$ cat config.mk
export PLATFORM = sky130hd
export DESIGN_NAME = axi_read_burst_scheduler
export DESIGN_NICKNAME = d
export VERILOG_FILES = /design/src/rtl/axi_rd_pkg.sv /design/src/rtl/axi_read_chunk_calc.sv /design/src/rtl/axi_read_burst_scheduler.sv
export SDC_FILE = /design/constraint.sdc
export NUM_CORES = 1
export LEC_CHECK = 0
export BUFFER_PORTS_ARGS = -buffer_cell sky130_fd_sc_hd__buf_4
export CAP_MARGIN = 5
export CORE_MARGIN = 3
export CORE_UTILIZATION = 39
export CTS_CLUSTER_DIAMETER = 80
export DETAILED_ROUTE_END_ITERATION = 10
export HOLD_SLACK_MARGIN = 0.03
export PLACE_DENSITY_LB_ADDON = 0.3
export SLEW_MARGIN = 15
export SYNTH_ARGS = -nofsm -noshare
export SYNTH_HDL_FRONTEND = slang
export SYNTH_SLANG_ARGS = --single-unit
$ cat constraint.sdc
create_clock -name m_axi_aclk -period 3.9 [get_ports m_axi_aclk]
set_input_delay 0.195 -clock m_axi_aclk [delete_from_list [all_inputs] [get_ports m_axi_aclk]]
set_output_delay 0.195 -clock m_axi_aclk [all_outputs]
set_load 0.05 [all_outputs]
$ cat src/rtl/axi_rd_pkg.sv
// Shared constants for the AXI read burst scheduler: FSM encodings and
// AXI burst geometry for fixed 8-byte beats.
package axi_rd_pkg;

   localparam logic [2:0] ST_IDLE  = 3'd0;
   localparam logic [2:0] ST_CALC  = 3'd1;
   localparam logic [2:0] ST_ISSUE = 3'd2;
   localparam logic [2:0] ST_WAIT  = 3'd3;
   localparam logic [2:0] ST_DONE  = 3'd4;

   localparam int BYTES_PER_BEAT = 8;
   localparam int BEAT_SHIFT     = 3;
   localparam int PAGE_BYTES     = 4096;

   localparam logic [2:0] ARSIZE_8B    = 3'b011;
   localparam logic [1:0] ARBURST_INCR = 2'b01;

endpackage

$ cat src/rtl/axi_read_chunk_calc.sv
// Combinational chunk sizer: the largest legal burst, limited by the remaining
// beats, the per-burst cap and the distance to the next 4 KB page boundary.
module axi_read_chunk_calc
   import axi_rd_pkg::*;
#(
   parameter int REM_WIDTH       = 13,
   parameter int MAX_BURST_BEATS = 16
) (
   input  logic [8:0]           addr_beat,
   input  logic [REM_WIDTH-1:0] rem_beats,
   output logic [REM_WIDTH-1:0] beats
);

   localparam logic [9:0] PAGE_BEATS = 10'(PAGE_BYTES / BYTES_PER_BEAT);

   logic [9:0]           page_beats;
   logic [REM_WIDTH-1:0] page_ext;

   // addr_beat is the beat index within the page, so 1..512 beats remain in it
   always_comb begin
      page_beats = PAGE_BEATS - {1'b0, addr_beat};
      page_ext   = REM_WIDTH'(page_beats);
      beats      = REM_WIDTH'(MAX_BURST_BEATS);
      if (rem_beats < beats) beats = rem_beats;
      if (page_ext < beats)  beats = page_ext;
   end

endmodule

$ cat src/rtl/axi_read_burst_scheduler.sv
// Splits a large read descriptor into 4 KB-safe INCR bursts for the single-burst
// read engine, issuing one chunk at a time and tracking the BRAM beat offset.
module axi_read_burst_scheduler
   import axi_rd_pkg::*;
#(
   parameter int C_M_AXI_ADDR_WIDTH = 32,
   parameter int C_M_AXI_DATA_WIDTH = 64,
   parameter int MAX_BURST_BEATS    = 16,
   parameter int LEN_WIDTH          = 16
) (
   input  logic                          m_axi_aclk,
   input  logic                          m_axi_areset,
   input  logic                          req_valid,
   output logic                          req_ready,
   input  logic [C_M_AXI_ADDR_WIDTH-1:0] req_addr,
   input  logic [LEN_WIDTH-1:0]          req_len,
   input  logic                          abort,
   output logic                          eng_run,
   output logic [C_M_AXI_ADDR_WIDTH-1:0] eng_addr,
   output logic [9:0]                    eng_len,
   input  logic                          eng_done,
   output logic [LEN_WIDTH-4:0]          bram_base,
   output logic                          busy,
   output logic                          done,
   output logic [LEN_WIDTH-4:0]          done_beats,
   output logic                          aborted
);

   localparam int AW = C_M_AXI_ADDR_WIDTH;
   localparam int BW = LEN_WIDTH - BEAT_SHIFT;

   logic [2:0]    state;
   logic [AW-1:0] addr;
   logic [BW-1:0] rem_beats;
   logic [BW-1:0] cur_beats;
   logic [BW-1:0] calc_beats;
   logic [BW-1:0] rem_next;
   logic          abort_seen;
   logic          unused_ok;

   assign unused_ok = ^{req_addr[2:0], req_len[2:0]};

   assign req_ready = (state == ST_IDLE);
   assign busy      = (state != ST_IDLE);
   assign done      = (state == ST_DONE);
   assign eng_run   = (state == ST_ISSUE);
   assign rem_next  = rem_beats - cur_beats;

   axi_read_chunk_calc #(
      .REM_WIDTH       (BW),
      .MAX_BURST_BEATS (MAX_BURST_BEATS)
   ) u_chunk_calc (
      .addr_beat (addr[11:3]),
      .rem_beats (rem_beats),
      .beats     (calc_beats)
   );

   // Abort is sticky from acceptance onward and only takes effect between chunks,
   // so an issued burst always runs to completion.
   always_ff @(posedge m_axi_aclk) begin
      if (m_axi_areset) begin
         state      <= ST_IDLE;
         addr       <= '0;
         rem_beats  <= '0;
         cur_beats  <= '0;
         abort_seen <= 1'b0;
         eng_addr   <= '0;
         eng_len    <= '0;
         bram_base  <= '0;
         done_beats <= '0;
         aborted    <= 1'b0;
      end else begin
         if (abort && state != ST_IDLE) abort_seen <= 1'b1;
         case (state)
            ST_IDLE: begin
               if (req_valid) begin
                  addr       <= {req_addr[AW-1:3], 3'b000};
                  rem_beats  <= req_len[LEN_WIDTH-1:3];
                  bram_base  <= '0;
                  done_beats <= '0;
                  aborted    <= 1'b0;
                  abort_seen <= abort;
                  state      <= (req_len[LEN_WIDTH-1:3] == '0) ? ST_DONE : ST_CALC;
               end
            end
            ST_CALC: begin
               cur_beats <= calc_beats;
               eng_addr  <= addr;
               eng_len   <= 10'({calc_beats, 3'b000});
               state     <= ST_ISSUE;
            end
            ST_ISSUE: state <= ST_WAIT;
            ST_WAIT: begin
               if (eng_done) begin
                  addr       <= addr + (AW'(cur_beats) << BEAT_SHIFT);
                  rem_beats  <= rem_next;
                  bram_base  <= bram_base + cur_beats;
                  done_beats <= done_beats + cur_beats;
                  if (rem_next == '0) begin
                     state <= ST_DONE;
                  end else if (abort_seen || abort) begin
                     aborted <= 1'b1;
                     state   <= ST_DONE;
                  end else begin
                     state <= ST_CALC;
                  end
               end
            end
            ST_DONE: state <= ST_IDLE;
            default: state <= ST_IDLE;
         endcase
      end
   end

endmodule
# ---- Word level (Yosys, flattened, before mapping)
# Index checks and enable logic that the tools add are counted.
dict set report classes {
  div_mod_pow 0
  n_reduce_logical 10
  n_shift 0
  add_sub_neg 5
  n_bitwise 0
  muxes 27
  order_cmp 2
  mul 0
  eq_ne 8
}
# cell n
set ops {}
lappend ops {{$mux W13} 7}
lappend ops {{$pmux W13 S2} 3}
lappend ops {{$mux W32} 2}
lappend ops {{$pmux W32 S2} 1}
lappend ops {{$add A32 B16 Y32} 1}
lappend ops {{$add A13 B13 Y13} 2}
lappend ops {{$logic_not A13 Y1} 2}
lappend ops {{$mux W3} 5}
lappend ops {{$lt A10 B13 Y1} 1}
lappend ops {{$lt A13 B5 Y1 const B} 1}
lappend ops {{$sub A13 B13 Y13} 1}
lappend ops {{$pmux W3 S4} 1}
lappend ops {{$sub A10 B9 Y10 const A} 1}
lappend ops {{$ne A2 B2 Y1 const B} 4}
lappend ops {{$mux W1} 7}
lappend ops {{$eq A3 B2 Y1 const B} 2}
lappend ops {{$reduce_and A5 Y1} 1}
lappend ops {{$eq A3 B1 Y1 const B} 1}
lappend ops {{$eq A3 B3 Y1 const B} 1}
lappend ops {{$logic_not A3 Y1} 1}
lappend ops {{$reduce_and A3 Y1} 1}
lappend ops {{$reduce_bool A3 Y1} 1}
lappend ops {{$pmux W1 S2} 1}
lappend ops {{$reduce_and A2 Y1} 1}
lappend ops {{other kinds (3)} 3}
dict set report totals {
  regBits 128
  latchBits 0
  output_inout_bits 73
  rom_bits 0
  n_memories 0
  ramBits 0
}

# ---- Depth between registers and ports, before layout
# Gate-level depths: netlist of the first run.
dict set report logic_depth {
  word_depth 5
  depth_mapped 13
  mapped_depth_nobuf 12
}

# ---- Hierarchy
# From an unflattened synthesis of the first run, not the netlist that was laid out.
dict set report hier_totals {
  hier_cells 962
  hier_area_um2 7551.0
}
# module seq_area_each_um2 cells_per_inst area_each_um2 n_inst
set modules_own_cells {}
lappend modules_own_cells {axi_read_burst_scheduler 2302.2 889 6974.2 1}
lappend modules_own_cells {axi_read_chunk_calc 0.0 73 576.8 1}

# ---- Worst setup path before layout of the first run
# Ideal clock, no wire load.
dict set report synth_path {
  path_type {register -> register}
  start {register bram_base[0]}
  end {register bram_base[12]}
  setup_time_ns 0.124
  t_required_ns 3.776
  setup_slack_ns 1.138
  arrival_ns 2.638
  path_stages_with_launch 10
  path_cell_list {dfxtp_1 -> ha_1 -> fa_1 -> a211o_1 -> a21boi_0 -> o21ai_0 -> a2111oi_2 -> nor3_1 -> nor4bb_1 -> nand2_1}
}
dict set report synth_via {
  elab_chain_len 3
}
# element line_no
set synth_lines {}
lappend synth_lines {{from (decl)} axi_read_burst_scheduler.sv:22} ;# output logic [LEN_WIDTH-4:0] bram_base,
lappend synth_lines {{from (signal assigned)} axi_read_burst_scheduler.sv:97} ;# bram_base <= bram_base + cur_beats;
lappend synth_lines {{$add A13 B13 Y13} axi_read_burst_scheduler.sv:97}
lappend synth_lines {{$mux W13} axi_read_burst_scheduler.sv:94} ;# if (eng_done) begin
lappend synth_lines {{$pmux W13 S2} axi_read_burst_scheduler.sv:74} ;# case (state)
# No other way between the ends. The select of a mux whose other input is x is not followed.
# A chain may end at the register's enable or synchronous reset.

# ---- Final worst setup path of the first run
dict set report layout_path {
  start {register cur_beats[0]}
  end {register addr[31]}
}
dict set report layout_via {
  elab_chain_len 3
}
# element line_no
set layout_lines {}
lappend layout_lines {{from (decl)} axi_read_burst_scheduler.sv:35} ;# logic [BW-1:0] cur_beats;
lappend layout_lines {{from (signal assigned)} axi_read_burst_scheduler.sv:87} ;# cur_beats <= calc_beats;
lappend layout_lines {{$add A32 B16 Y32} axi_read_burst_scheduler.sv:95} ;# addr <= addr + (AW'(cur_beats) << BEAT_SHIFT);
lappend layout_lines {{$mux W32} axi_read_burst_scheduler.sv:94}
lappend layout_lines {{$pmux W32 S2} axi_read_burst_scheduler.sv:74}
lappend layout_lines {{to (signal assigned)} axi_read_burst_scheduler.sv:77} ;# addr <= {req_addr[AW-1:3], 3'b000};
lappend layout_lines {{to (signal assigned)} axi_read_burst_scheduler.sv:95}
lappend layout_lines {{to (decl)} axi_read_burst_scheduler.sv:33} ;# logic [AW-1:0] addr;
# No other way between the ends. The select of a mux whose other input is x is not followed.

==> impl_results.md, run 1 <==
* Status: complete, no violations
* Unrepaired setup endpoints after global routing: no
* Min-Delay Path Class: input pin to register
* Yosys synthesis warning count at 0
* WP data arrival at 3450 ps
* Max-cap viol count at 0
* Final setup viols at 0
* Top_reg_cell synth: dfxtp_1
* Slew Limit Fails at 0
* Clock latency on the worst-skew pair at 420 ps
* Placeable Area at 18800 µm²
* CP Launch Type: register
* Syn Area/Cell at 7.95 µm²
* Drt wl/cell at 16.9 µm
* Max Freq at 319 MHz
* Vias at 7321
* PostCTS Resize Cnt at 0
* Crit path cell chain: ha_1 -> inv_1 -> fa_1 -> nor2b_1 -> o21a_1 -> o21ai_0 -> a211o_1 -> a2111oi_2 -> a31oi_1 -> o221a_2
* Chip height at 145 µm
* # nets final at 1160
* GR Util All Layers at 20.6%
* Vias in the first global route at 6966
* Post-CTS setup buffers at 0
* Worst vdd ir at 0.336 mV
* Clock Skews at 10.9 ps
* Leak at 0.00383 µW
* Power density over the cells at 465 nW/µm²
* DRC at 0
* Initial antenna violation count at 0
* Gr ovfl total at 0
* Ant diodes at 0
* CTS root buf: clkbuf_16
* 1st-pass router iterations at 6
* Vias per cell at 5.57
* Slew headroom at 34.2%
* GPL Wtd Cong at 0.877
* Share of layout cells above drive strength 1 at 17.1%
* I/O pin total at 126
* Crit path time final at 3140 ps
* Sequential cell area fraction in the yosys report at 30.5%
* Final Hold Fails at 0
* Post-synth EDFFs at 0
* Starting DRT DRC Count at 320
* Least-Margin Pin Slew at 988 ps
* Final ANT Viol Nets at 0
* Commonest non-fill, non-tap cells in the layout: buf_4, nand2_1, dfxtp_1, a21oi_1, nor2_1
* Cells after Synth at 949
* Die area at 21100 µm²
* Num rows at 50
* Yosys reg bits at 115
* Req. time, crit path at 4210 ps
* Reg2Reg Setup Slack at 760 ps
* CTS Sinks at 115
* CP max FO at 6
* Clk buf depth at 2
* Mapped Area at 7550 µm²
* HPWL after DPL at 15700 µm
* Fin Setup TNS at 0 ps
* Crit path capture type: register
* TritonCTS Buffers at 17
* Port bufs at 113
* Global-route wire length before repair at 35900 µm
* Highest cell delay on the worst timing path at 520 ps
* Most common cell after layout, fill and taps aside: buf_4
* Final worst path period share at 80.4%
* Worst Setup Path Type: register to register
* Tot Pwr at 4300 µW
* H-tree depth at 4
* P&R area growth vs syn at 22.3%
* Die width at 145 µm
* Slowest CP cell: dfxtp_1
* Largest net degree at the start of global routing at 90
* Final WL at 22300 µm
* CTS tree: built
* Unique masters post-synth at 75
* Starting Density at 40.1%
* Clock transition at the registers of the reported paths at 60 ps
* Async set-or-reset flop fraction in the synthesized netlist at 0%
==> worst paths after layout <==
path	start	endpoint	depth (start not counted)
max	cur_beats[0]$_SDFFE_PP0P_	addr[31]$_SDFFE_PP0P_	10
min reg2reg	eng_addr[5]$_SDFFE_PP0P_	eng_addr[5]$_SDFFE_PP0P_	2
max reg2reg	cur_beats[0]$_SDFFE_PP0P_	addr[31]$_SDFFE_PP0P_	10
min	req_addr[5]	addr[5]$_SDFFE_PP0P_	3
==> power by group <==
part	internal (µW)	total [µW]	switching (µW)
Combinational	476	1230	758
Clock	1130	1690	557
Sequential	1250	1370	121
Total	2860	4300	1440
==> kinds of logic after synthesis <==
| family | count (synthesis) | share of synthesized area (%) |
|---|---|---|
| AND/OR/NAND/NOR | 331 | 20.9 |
| other | 2 | 0.0995 |
| XOR/XNOR | 37 | 4.48 |
| buffers and inverters | 98 | 5.72 |
| adder cells (fa/ha/maj) | 63 | 10.8 |
| flip-flops | 115 | 30.5 |
| AO/OA/AOI/OAI | 297 | 26.6 |
| multiplexers | 6 | 0.796 |
==> state kept, by name, summed over array words and instances, names as in the netlist <==
signal	count
aborted	1
state	3
bram_base	13
addr	29
rem_beats	13
abort_seen	1
cur_beats	13
eng_addr	29
done_beats	13
==> synth_stat cells (6+ instances only) <==
cell type  instances  area [µm²]
nand2_1          123         462
dfxtp_1          115        2300
a21oi_1           78         390
nor2_1            72         270
ha_1              59         738
clkbuf_1          44         165
o21ai_0           41         205
a22oi_1           36         270
inv_1             35         131
nor3_1            35         175
nand3_1           23         115
xnor2_1           21         184
o21a_1            15         113
xor2_1            15         131
a31oi_1           14        87.6
buf_4             14         105
o211ai_1          14         105
a21o_1            13        97.6
a211oi_1          12        90.1
o21bai_1           8        60.1
a211o_1            7        61.3
and3_1             7        43.8
nand2b_1           7        43.8
nand3b_1           7        52.6
nand4_1            7        43.8
nor2b_1            7        43.8
nor4_1             7        43.8
or2_2              7        43.8
or3_1              7        43.8
mux2i_1            6        60.1
o2111ai_1          6        52.6
==> cell type report <==
cell class / count / area [µm²]
timing repair buffer: 130 / 981
inverter: 35 / 131
fill: 1880 / 9600
clock buffer: 22 / 484
tap: 260 / 325
sequential: 115 / 2300
multi-input combinational: 745 / 4860
clock inverter: 8 / 150
==> critical path: cells and delay by family, from the launching register on <==
family	cells	cell delay [ps]
AO/OA/AOI/OAI	6	1650
flip-flops	1	520
buffers and inverters	1	60
AND/OR/NAND/NOR	1	170
adder cells (fa/ha/maj)	2	630
==> what timing repair did <==
item                                    4_1_cts  5_1_grt
hold buffers                                  2        0
endpoints found under the setup margin        0        0
hold endpoints to repair                      2        0
==> per-stage QoR <==
stage	hold WS [ps]	setup slack (ps)	cell area, µm²	cells	util, %
6_report	43.5	763	9230	1315	49.0
5_1_grt	54.5	592	9230	1315	49.0
4_1_cts	36.6	783	9230	1315	49.0
3_5_place_dp	449	827	8580	1283	45.6
3_3_place_gp	445	871	8580	1283	45.6
2_1_floorplan	305	1140	7580	958	-
==> routing by layer <==
layer	wire length [µm]	track usage [%]	part of all wire, %
met3	1230	4.47	5.5
met5	0	0	0
met4	383	6.98	1.7
met1	10100	26.2	46
met2	10500	34.7	47
Note: power is estimated with default switching activity, not from simulation.
==> inputs of run 2 (changes only) <==
==> constraint.sdc (replaced) <==
create_clock -name m_axi_aclk -period 3 [get_ports m_axi_aclk]
set_input_delay 0.15 -clock m_axi_aclk [delete_from_list [all_inputs] [get_ports m_axi_aclk]]
set_output_delay 0.15 -clock m_axi_aclk [all_outputs]
set_load 0.05 [all_outputs]
==> run 2 against run 1 <==
Sequential power is 28% higher. Final cell count up 2.8%. First-iteration DRC count increased by 65%. Power grew 26%. Highest routed layer unchanged. Global-route usage is 0.86 points higher.
==> impl_results.md, run 2 (synthesis gave the netlist of run 1 again) <==
* Top Registers: addr (29), eng_addr (29) (unchanged)
* Final worst path period share at 95.4% (was 80.4%)
* Final instance area at 9510 µm² (was 9230 µm²)
* Leak at 0.00397 µW (was 0.00383 µW)
* Worst R2R Start: addr[5]$_SDFFE_PP0P_ (was cur_beats[0]$_SDFFE_PP0P_)
* Slew headroom at 27.3% (was 34.2%)
* 1st-pass router iterations at 7 (was 6)
* Fin Setup TNS at 0 ps (unchanged)
* Clock Skews at 8.17 ps (was 10.9 ps)
* H-tree depth at 4 (unchanged)
* Worst Setup Path Type: register to register (unchanged)
* Port bufs at 113 (unchanged)
* Vias in the first global route at 7192 (was 6966)
* Crit path capture type: register (unchanged)
* Worst r2r path cells at 11 (was 10)
* Placed Area at 8740 µm² (was 8580 µm²)
* Footprint of the multi-input gates at 4900 µm² (was 4860 µm²)
* Crit path time final at 2860 ps (was 3140 ps)
* CTS tree: built (unchanged)
* Vias per cell at 5.58 (was 5.57)
* Most frequent CP cell: nand3_1
* Ant diodes at 0 (unchanged)
* Clk buf depth at 2 (unchanged)
* Slew Limit Fails at 0 (unchanged)
* Power density over the cells at 570 nW/µm² (was 465 nW/µm²)
* Gr ovfl total at 0 (unchanged)
* Post-CTS setup buffers at 0 (unchanged)
* GPL Wtd Cong at 0.891 (was 0.877)
* Worst vdd ir at 0.430 mV (was 0.336 mV)
* GR Util All Layers at 21.5% (was 20.6%)
* Min-Delay Path Class: input pin to register (unchanged)
* Cell depth of the worst hold path at 3 (unchanged)
* Chip height at 145 µm (unchanged)
* Starting DRT DRC Count at 529 (was 320)
* HPWL after DPL at 16200 µm (was 15700 µm)
* Share of layout cells above drive strength 1 at 19.0% (was 17.1%)
* P&R area growth vs syn at 26.0% (was 22.3%)
* Req. time, crit path at 3340 ps (was 4210 ps)
* Min-delay src: req_addr[3] (was req_addr[5])
* Most common cell after layout, fill and taps aside: buf_4 (unchanged)
* Register Area at 2300 µm² (about the same)
* Initial antenna violation count at 0 (unchanged)
* Hold EP: addr[3]$_SDFFE_PP0P_ (was addr[5]$_SDFFE_PP0P_)
* Commonest non-fill, non-tap cells in the layout: buf_4, nand2_1, dfxtp_1, a21oi_1, nor2_1 (unchanged)
* Fill cells at 1828 (was 1880)
* CTS root buf: clkbuf_16 (unchanged)
* I/O pin total at 126 (unchanged)
* Final ANT Viol Nets at 0 (unchanged)
* Least-Margin Pin Slew at 1090 ps (was 988 ps)
* Starting Density at 40.1% (unchanged)
* Global-route wire length before repair at 37000 µm (was 35900 µm)
* CP max FO at 14 (was 6)
* Crit Reg-Reg Endpoint: cur_beats[0]$_SDFFE_PP0P_ (was addr[31]$_SDFFE_PP0P_)
* Highest cell delay on the worst timing path at 430 ps (was 520 ps)
* Vias at 7545 (was 7321)
* Max-cap viol count at 0 (unchanged)
* Largest net degree at the start of global routing at 60 (was 90)
* Final setup viols at 0 (unchanged)
* Slowest CP cell: or3_2 (was dfxtp_1)
* Placeable Area at 18800 µm² (unchanged)
* DRC at 0 (unchanged)
* Critical path's top delay family: simple AND/OR/NAND/NOR gates (was compound AO/OA/AOI/OAI gates)
* Die width at 145 µm (unchanged)
* WP data arrival at 3200 ps (was 3450 ps)
* Final Hold Fails at 0 (unchanged)
* Tot Pwr at 5420 µW (was 4300 µW)
* Crit path buffers/inverters at 0 (was 1)
* CTS Sinks at 115 (unchanged)
* Drt wl/cell at 17.2 µm (was 16.9 µm)
* Die area at 21100 µm² (unchanged)
* CP Launch Type: register (unchanged)
* Crit path cell chain: nor3_2 -> nand3_1 -> or3_1 -> xor2_1 -> ha_1 -> nand3_1 -> nor2_1 -> nand2_1 -> o21a_2 -> or3_2 -> a31oi_1 (was ha_1 -> inv_1 -> fa_1 -> nor2b_1 -> o21a_1 -> o21ai_0 -> a211o_1 -> a2111oi_2 -> a31oi_1 -> o221a_2)
* # nets final at 1195 (was 1160)
* Reg2Reg Setup Slack at 140 ps (was 760 ps)
* Clock transition at the registers of the reported paths at 60 ps (about the same)
* Final WL at 23200 µm (was 22300 µm)
* Num rows at 50 (unchanged)
* Status: complete, no violations (unchanged)
* Clock latency on the worst-skew pair at 430 ps (was 420 ps)
* Worst hold slack at 31.2 ps (was 43.5 ps)
* Placed cells at 1305 (was 1283)
* TritonCTS Buffers at 17 (unchanged)
* Non-filler cells in the finished layout at 1352 (was 1315)
* Max Freq at 349 MHz (was 319 MHz)
run 2: stage by stage:
stage	worst slack, ps	util [%]
2_1_floorplan	238	-
5_1_grt	-54.4	50.5
3_5_place_dp	72.8	46.4
3_3_place_gp	100	46.4
4_1_cts	52.1	50.3
6_report	137	50.5
run 2: layer usage:
layer  GRT usage [%]  vias to the layer above  wire, µm
met4            6.08                        0       455
met3            4.81                       36      1570
met5               0                        -         0
met1            28.5                     3542     10500
met2            35.3                      243     10700
li1                -                     3724         -
run 2: worst register-to-register path: cells and delay by family (launching register included):
family | cells | cell delay, ps
DFF | 1 | 320
adders and majority gates | 1 | 310
xor gates and xnor gates | 1 | 180
and+or+nand+nor | 7 | 1490
AOI/OAI and AO/OA | 2 | 480
run 2: cell type report:
type	count	area share, %
Clock inverter	14	1.36
Tap cell	260	3.42
Multi-Input combinational cell	745	51.6
Clock buffer	18	4.62
Sequential cell	115	24.2
Timing Repair Buffer	165	13.4
Inverter	35	1.38
run 2: worst max-delay path by stage:
stage,endpoint,startpoint,slack (ps),cells past startpoint
after floorplan,bram_base[12]$_SDFFE_PP0P_,bram_base[0]$_SDFFE_PP0P_,240,9
after global placement,done_beats[12]$_SDFFE_PP0P_,cur_beats[0]$_SDFFE_PP0P_,100,9
after detailed placement,done_beats[12]$_SDFFE_PP0P_,cur_beats[0]$_SDFFE_PP0P_,70,9
after CTS,addr[31]$_SDFFE_PP0P_,cur_beats[0]$_SDFFE_PP0P_,50,10
after global routing,cur_beats[0]$_SDFFE_PP0P_,addr[5]$_SDFFE_PP0P_,-50,11
final,cur_beats[0]$_SDFFE_PP0P_,addr[5]$_SDFFE_PP0P_,140,11
run 2: repair_timing:
action / CTS / global route
endpoints found under the setup margin: 0 / 13
endpoints found under the hold margin: 15 / 0
gates resized for setup: 0 / 10
hold buffers: 15 / 0
run 2: power breakdown:
group	switching [µW]	internal [µW]
registers	132	1630
logic	1030	660
clock network	804	1170
